===== config.mk =====
export PLATFORM = sky130hd
export DESIGN_NAME = lockable_reg_bank_flat
export DESIGN_NICKNAME = d
export VERILOG_FILES = /design/src/rtl/lockable_reg_bank_if.sv /design/src/rtl/lockable_reg_bank.sv /design/src/flat_wrapper.sv
export SDC_FILE = /design/constraint.sdc
export NUM_CORES = 1
export LEC_CHECK = 0
export ABC_AREA = 1
export BUFFER_PORTS_ARGS = -buffer_cell sky130_fd_sc_hd__buf_2
export CORE_UTILIZATION = 40
export CTS_CLUSTER_SIZE = 10
export DETAILED_ROUTE_END_ITERATION = 10
export REMOVE_ABC_BUFFERS = 1
export SYNTH_ARGS = -nofsm -noshare
export SYNTH_HDL_FRONTEND = slang
export SYNTH_SLANG_ARGS = --single-unit

===== constraint.sdc =====
create_clock -name clk -period 5.25 [get_ports clk]
set_input_delay 0.2625 -clock clk [delete_from_list [all_inputs] [get_ports clk]]
set_output_delay 0.2625 -clock clk [all_outputs]
set_load 0.02 [all_outputs]

===== src/rtl/lockable_reg_bank_if.sv =====
// Bus bundle for lockable_reg_bank: write port, lock request, read port and status returns.
// Debug override signals exist only when DEBUG_OVERRIDE_EN is defined.
interface lockable_reg_bank_if #(
    parameter int DATA_W   = 32,
    parameter int NUM_REGS = 4,
    parameter int ADDR_W   = (NUM_REGS > 1) ? $clog2(NUM_REGS) : 1,
    parameter int VIOL_W   = 8
);
    logic                wr_en;
    logic [ADDR_W-1:0]   wr_addr;
    logic [DATA_W-1:0]   wr_data;
    logic [NUM_REGS-1:0] lock_set;
    logic                scan;
    logic [ADDR_W-1:0]   rd_addr;
    logic [DATA_W-1:0]   rd_data;
    logic [NUM_REGS-1:0] lock_status;
    logic                wr_ack;
    logic                wr_err;
    logic [VIOL_W-1:0]   viol_cnt;
`ifdef DEBUG_OVERRIDE_EN
    logic                debug_mode;
    logic                dbg_used;
`endif

    modport master (
        output wr_en, wr_addr, wr_data, lock_set, scan, rd_addr,
`ifdef DEBUG_OVERRIDE_EN
        output debug_mode,
        input  dbg_used,
`endif
        input  rd_data, lock_status, wr_ack, wr_err, viol_cnt
    );

    modport slave (
        input  wr_en, wr_addr, wr_data, lock_set, scan, rd_addr,
`ifdef DEBUG_OVERRIDE_EN
        input  debug_mode,
        output dbg_used,
`endif
        output rd_data, lock_status, wr_ack, wr_err, viol_cnt
    );
endinterface


===== src/rtl/lockable_reg_bank.sv =====
// Bank of configuration registers with sticky per-register write locks, ack/err pulses and a
// saturating violation counter. Optional debug override is compiled in with DEBUG_OVERRIDE_EN.
module lockable_reg_bank #(
    parameter int                 DATA_W    = 32,
    parameter int                 NUM_REGS  = 4,
    parameter int                 ADDR_W    = (NUM_REGS > 1) ? $clog2(NUM_REGS) : 1,
    parameter logic [DATA_W-1:0]  RESET_VAL = '0,
    parameter int                 VIOL_W    = 8
) (
    input logic                clk,
    input logic                reset,
    lockable_reg_bank_if.slave bus
);

    logic [DATA_W-1:0]   r_regs [NUM_REGS];
    logic [NUM_REGS-1:0] r_lock;
    logic                r_ack;
    logic                r_err;
    logic [VIOL_W-1:0]   r_viol;

    logic [NUM_REGS-1:0] w_wr_sel;
    logic                w_in_range;
    logic                w_locked;
    logic                w_dbg_bypass;
    logic                w_commit;
    logic                w_reject;
    logic [DATA_W-1:0]   w_rd_data;
    logic                w_scan_unused;

    // Scan is deliberately left out of every decision; locks hold in scan mode too.
    assign w_scan_unused = bus.scan;

    always_comb begin
        w_wr_sel = '0;
        w_locked = 1'b0;
        for (int i = 0; i < NUM_REGS; i++) begin
            if (bus.wr_addr == ADDR_W'(i)) begin
                w_wr_sel[i] = 1'b1;
                w_locked    = r_lock[i];
            end
        end
    end

    assign w_in_range = |w_wr_sel;

`ifdef DEBUG_OVERRIDE_EN
    logic r_dbg_used;

    assign w_dbg_bypass = bus.debug_mode & w_in_range & w_locked;

    always_ff @(posedge clk or posedge reset) begin
        if (reset) begin
            r_dbg_used <= 1'b0;
        end else if (bus.wr_en && w_dbg_bypass) begin
            r_dbg_used <= 1'b1;
        end
    end

    assign bus.dbg_used = r_dbg_used;
`else
    assign w_dbg_bypass = 1'b0;
`endif

    // Lock check uses the pre-edge lock value, so a same-cycle lock_set does not block this write.
    assign w_commit = bus.wr_en & w_in_range & (~w_locked | w_dbg_bypass);
    assign w_reject = bus.wr_en & ~w_commit;

    always_ff @(posedge clk or posedge reset) begin
        if (reset) begin
            for (int i = 0; i < NUM_REGS; i++) begin
                r_regs[i] <= RESET_VAL;
            end
        end else begin
            for (int i = 0; i < NUM_REGS; i++) begin
                if (w_commit && w_wr_sel[i]) begin
                    r_regs[i] <= bus.wr_data;
                end
            end
        end
    end

    always_ff @(posedge clk or posedge reset) begin
        if (reset) begin
            r_lock <= '0;
        end else begin
            r_lock <= r_lock | bus.lock_set;
        end
    end

    always_ff @(posedge clk or posedge reset) begin
        if (reset) begin
            r_ack <= 1'b0;
            r_err <= 1'b0;
        end else begin
            r_ack <= w_commit;
            r_err <= w_reject;
        end
    end

    always_ff @(posedge clk or posedge reset) begin
        if (reset) begin
            r_viol <= '0;
        end else if (w_reject && (r_viol != '1)) begin
            r_viol <= r_viol + VIOL_W'(1);
        end
    end

    always_comb begin
        w_rd_data = '0;
        for (int i = 0; i < NUM_REGS; i++) begin
            if (bus.rd_addr == ADDR_W'(i)) begin
                w_rd_data = r_regs[i];
            end
        end
    end

    assign bus.rd_data     = w_rd_data;
    assign bus.lock_status = r_lock;
    assign bus.wr_ack      = r_ack;
    assign bus.wr_err      = r_err;
    assign bus.viol_cnt    = r_viol;

endmodule


===== src/flat_wrapper.sv =====
// flat-port wrapper written by rule: the top's interface ports become plain ports
module lockable_reg_bank_flat 
#(
    parameter int                 DATA_W    = 32,
    parameter int                 NUM_REGS  = 4,
    parameter int                 ADDR_W    = (NUM_REGS > 1) ? $clog2(NUM_REGS) : 1,
    parameter logic [DATA_W-1:0]  RESET_VAL = '0,
    parameter int                 VIOL_W    = 8
)
  (clk, reset, bus_wr_en, bus_wr_addr, bus_wr_data, bus_lock_set, bus_scan, bus_rd_addr, bus_rd_data, bus_lock_status, bus_wr_ack, bus_wr_err, bus_viol_cnt);
  lockable_reg_bank_if #(.DATA_W(DATA_W), .NUM_REGS(NUM_REGS), .ADDR_W(ADDR_W), .VIOL_W(VIOL_W)) bus_i ();
  input logic clk;
  input logic reset;
  input wire logic [$bits(bus_i.wr_en)-1:0] bus_wr_en;
  input wire logic [$bits(bus_i.wr_addr)-1:0] bus_wr_addr;
  input wire logic [$bits(bus_i.wr_data)-1:0] bus_wr_data;
  input wire logic [$bits(bus_i.lock_set)-1:0] bus_lock_set;
  input wire logic [$bits(bus_i.scan)-1:0] bus_scan;
  input wire logic [$bits(bus_i.rd_addr)-1:0] bus_rd_addr;
  output wire logic [$bits(bus_i.rd_data)-1:0] bus_rd_data;
  output wire logic [$bits(bus_i.lock_status)-1:0] bus_lock_status;
  output wire logic [$bits(bus_i.wr_ack)-1:0] bus_wr_ack;
  output wire logic [$bits(bus_i.wr_err)-1:0] bus_wr_err;
  output wire logic [$bits(bus_i.viol_cnt)-1:0] bus_viol_cnt;
  assign bus_i.wr_en = bus_wr_en;
  assign bus_i.wr_addr = bus_wr_addr;
  assign bus_i.wr_data = bus_wr_data;
  assign bus_i.lock_set = bus_lock_set;
  assign bus_i.scan = bus_scan;
  assign bus_i.rd_addr = bus_rd_addr;
  assign bus_rd_data = bus_i.rd_data;
  assign bus_lock_status = bus_i.lock_status;
  assign bus_wr_ack = bus_i.wr_ack;
  assign bus_wr_err = bus_i.wr_err;
  assign bus_viol_cnt = bus_i.viol_cnt;
  lockable_reg_bank #(.DATA_W(DATA_W), .NUM_REGS(NUM_REGS), .ADDR_W(ADDR_W), .RESET_VAL(RESET_VAL), .VIOL_W(VIOL_W)) u_core (.clk(clk), .reset(reset), .bus(bus_i));
endmodule

# Word level (Yosys, flattened, before mapping)
# Index checks and enable logic that the tools add are counted.
[totals] reg_bits=142 output_inout_bits=46 elab_cells=42
[op_classes] n_addsub=1 n_eq_ne=7 muxes=12 bitwise_logic=6 reduce_logical=8
[ops] operator="$mux 32" n=4
[ops] operator="$add 8x1->8 const B" n=1
[ops] operator="$eq 2x2->1 const B" n=4
[ops] operator="$mux 1" n=8
[ops] operator="$ne 8x8->1 const B" n=1
[ops] operator="$logic_and 1x1->1" n=5
[ops] operator="$eq 2x1->1 const B" n=2
[ops] operator="$logic_not 2->1" n=2
[ops] operator="$or 4x4->4" n=1
[ops] operator="$reduce_or 4->1" n=1
[ops] operator="$and 1x1->1" n=3
[ops] operator="$not 1->1" n=2

# Longest topological paths before layout
[logic_depth] depth_word=10 depth_mapped=8 depth_no_buf=7

# Worst setup path before layout
# No wires, ideal clock.
[synth_timing] path_kind="flip-flop to flip-flop" startpoint="register u_core.r_viol[0] (netlist: u_core.bus.viol_cnt[0])" endpoint="register u_core.r_viol[6] (netlist: u_core.bus.viol_cnt[6])" arrival_ns=1.512 path_slack_ns=3.673 stages_incl_launch_ff=8 path_buffers=0 synth_period_minus_slack_ns=1.577 cell_sequence="dfrtp_1 > ha_1 > nand3_1 > nor2_1 > nand3_2 > nand3_1 > nand2_1 > nand2_1"
[synth_via] elab_chain_len=2
[synth_rtl] item="start: declaration" line="lockable_reg_bank.sv:19" text="logic [VIOL_W-1:0] r_viol;"
[synth_rtl] item="start signal: assignment" line="lockable_reg_bank.sv:104" text="r_viol <= r_viol + VIOL_W'(1);"
[synth_rtl] item="parallel branches: the longest is 2 deep, another holds $add 8x1->8"
# Several ways; the timed one is not identified.
# A chain may end at the register's enable or synchronous reset.

# Worst setup path in the final report
[layout_timing] startpoint="input port bus_rd_addr[0]" endpoint="output port bus_rd_data[16]"
[layout_via] elab_chain_len=5
[layout_rtl] item="start: declaration" line="flat_wrapper.sv:19" text="input wire logic [$bits(bus_i.rd_addr)-1:0] bus_rd_addr;"
[layout_rtl] item="$logic_not 2->1" line="lockable_reg_bank.sv:111" text="if (bus.rd_addr == ADDR_W'(i)) begin"
[layout_rtl] item="$mux 32 (3 in series)" line="lockable_reg_bank.sv:111"
[layout_rtl] item="$mux 32 *" line="lockable_reg_bank.sv:111"
[layout_rtl] item="end: declaration" line="flat_wrapper.sv:20" text="output wire logic [$bits(bus_i.rd_data)-1:0] bus_rd_data;"
# Every way passes the cells marked *; elsewhere a longest branch is shown, timed or not.

==> summary.txt <==
Status - finished, violations left
Violated checks - hold timing
R2r setup slk - 3100 ps
MaxCap Viol Count - 0
CP max FO - 24
Max Clk Rate - 407 MHz
CP Data Arrival Time - 2200 ps
CTS Buf Count - 17
Layout cells sized above 1 - 0.167
Maximum VDD drop - 0.000239 V
Main synth FF type - dfrtp_1
Max clock buf depth - 2
Port Buffer Count - 88
CP max stage delay - 390 ps
Total power - 3.37 mW
Crit path time final - 2460 ps
Resize count post-CTS - 0
Least-Margin Pin Slew - 857 ps
Initial core utilization - 0.411
Worst path slowest cell - buf_4
Setup Viol. Count Final - 0
Commonest non-fill, non-tap cell in the layout - nand2_1
Largest net degree at the start of global routing - 87
Unrepaired setup endpoints after global routing - no
Fill cell count - 1616
Clock-pin slew on the worst setup and hold paths - 50 ps
Initial antenna violation count - 1
Final clock skew - 4.01 ps
DIE AREA - 0.0169 mm^2
Number of distinct library cells after synthesis - 23
Clock sink count - 142
H-tree levels - 4
Routed Antenna Nets - 0
Area of the multi-input gates - 0.00254 mm^2
Placed cell area - 0.00708 mm^2
Die height - 130 um
Row cnt - 46
Critical Path Start Type - input port
Critical Path End Type - output port
Synthesized instance count - 798
GP Congestion - 0.764
Final #Nets - 907
Clock Latency Late Sink - 420 ps
Synth Register Bits - 142
Count of final max-slew check failures - 0
Initial DRC count - 528
DR pass1 iterations - 5
Post-route cell area - 0.00773 mm^2
Root buf cell - clkbuf_16
Post-synth EDFFs - 0
Async SR Flop Fraction - 1.00
Most frequent cells in the layout - nand2_1 (320), dfrtp_1 (142), nand4_1 (105)
Vias in the first global route - 5268
Routed wire per std cell - 15.5 um
Via count - 5680
First-pass GRT wire length - 27.7 mm
Worst path cell trace - buf_2, buf_4, nand2_1, inv_1, buf_4, nand2_1, nand4_1, buf_2
All-Layer GR Usage - 0.218
DR DRC count - 0
Period utilisation layout - 0.469
Static Leakage - 3.98 nW
Total negative setup slack - 0 ps
Kind of critical path - in -> out
Grt total ovfl - 0
Register area share after synthesis - 0.543
Final HPWL DP - 9.70 mm
Hold Buf Count CTS - 0
CTS tree - yes
Register Area - 0.00355 mm^2
Critical Path RT - 4990 ps
Hold WC Path Type - in -> async
Final Hold Vio Count - 5
Via density - 5.21
Synthesized cell area - 0.00655 mm^2
Total Wirelength - 16.9 mm
Syn avg cell area - 8.21 um^2
Area Overhead vs Synth - 18.1%
WHS - -8.72 ps
Yosys warnings - 0
Postcts setup bufs - 0
Max_slew headroom - 0.427
P per Cell Area - 436 mW/mm^2
IO Pins - 90
Chip width - 130 um
CORE AREA - 0.0159 mm^2
==> Yosys cell counts (2+ instances only) <==
cell	count	area, um^2
inv_2	3	11.3
nand3_1	44	220
dfrtp_1	142	3550
xnor2_1	2	17.5
buf_2	16	80.1
nor2_1	6	22.5
nand4_1	105	657
nand2_1	320	1200
buf_6	6	67.6
o21ai_1	32	160
nand3_2	2	20.0
inv_1	43	161
or2_2	4	25.0
buf_1	2	7.51
clkbuf_2	3	15.0
clkbuf_1	28	105
o21ai_0	34	170
==> where the power goes <==
group | internal (mW) | switching (mW) | total (mW)
logic | 0.211 | 0.372 | 0.583
registers | 1.33 | 0.138 | 1.47
clock network | 0.861 | 0.457 | 1.32
total | 2.40 | 0.967 | 3.37
==> through the flow <==
stage,setup WS (ps),hold WS (ps),cells,util
floorplan,1180,369,742,-
global placement,2700,451,1059,0.444
detailed placement,2710,454,1059,0.444
CTS,2780,11.1,1090,0.485
global route,2680,18.4,1090,0.485
finish,2790,-8.72,1091,0.485
==> final cells by class <==
class	instances	area share
Sequential cell	142	0.460
Multi-Input combinational cell	554	0.329
Timing Repair Buffer	101	0.0696
Clock buffer	19	0.0586
Tap cell	216	0.0350
Clock inverter	12	0.0248
Inverter	46	0.0230
Antenna cell	1	0.000324
==> routing by layer <==
layer	GRT usage	vias to the layer above	part of all wire	routed length, um
met1	0.298	2712	0.47	7880
met2	0.341	163	0.46	7800
met5	0	-	0	0
li1	-	2788	-	-
met3	0.0578	17	0.062	1040
met4	0.0629	0	0.012	201
==> registers in the layout, indices dropped and copies added, names as in the netlist <==
name / cells
u_core.bus.lock_status: 4
u_core.bus.viol_cnt: 8
u_core.bus.wr_err: 1
u_core.r_regs: 128
u_core.bus.wr_ack: 1
==> cells by family (layout without fill, tap and decap cells) <==
kind of cell | Yosys count | in the layout | share of synthesized area
AO/OA/AOI/OAI | 66 | 66 | 0.0504
XOR/XNOR | 3 | 3 | 0.00401
adder cells (fa/ha/maj) | 1 | 1 | 0.00191
buffers and inverters | 102 | 178 | 0.0695
flip-flops | 142 | 142 | 0.543
other | 0 | 1 | 0
AND/OR/NAND/NOR | 484 | 484 | 0.331
==> worst max-delay path, delay by kind of cell <==
| kind | cells | cell delay [ps] |
|---|---|---|
| buffers and inverters | 5 | 1590 |
| AND/OR/NAND/NOR | 3 | 330 |
==> final timing paths <==
kind,from,end,cells after the start
setup / recovery,bus_rd_addr[0],bus_rd_data[16],8
hold / removal,reset,u_core.r_regs[0],2
setup reg to reg,u_core.bus.lock_status[2],u_core.r_regs[52],7
hold reg to reg,u_core.r_regs[103],u_core.r_regs[103],2
max in group asynchronous,reset,u_core.r_regs[94],3
min in group clk,bus_lock_set[3],u_core.bus.lock_status[3],2
No activity file was read; power rests on OpenSTA's default activity.
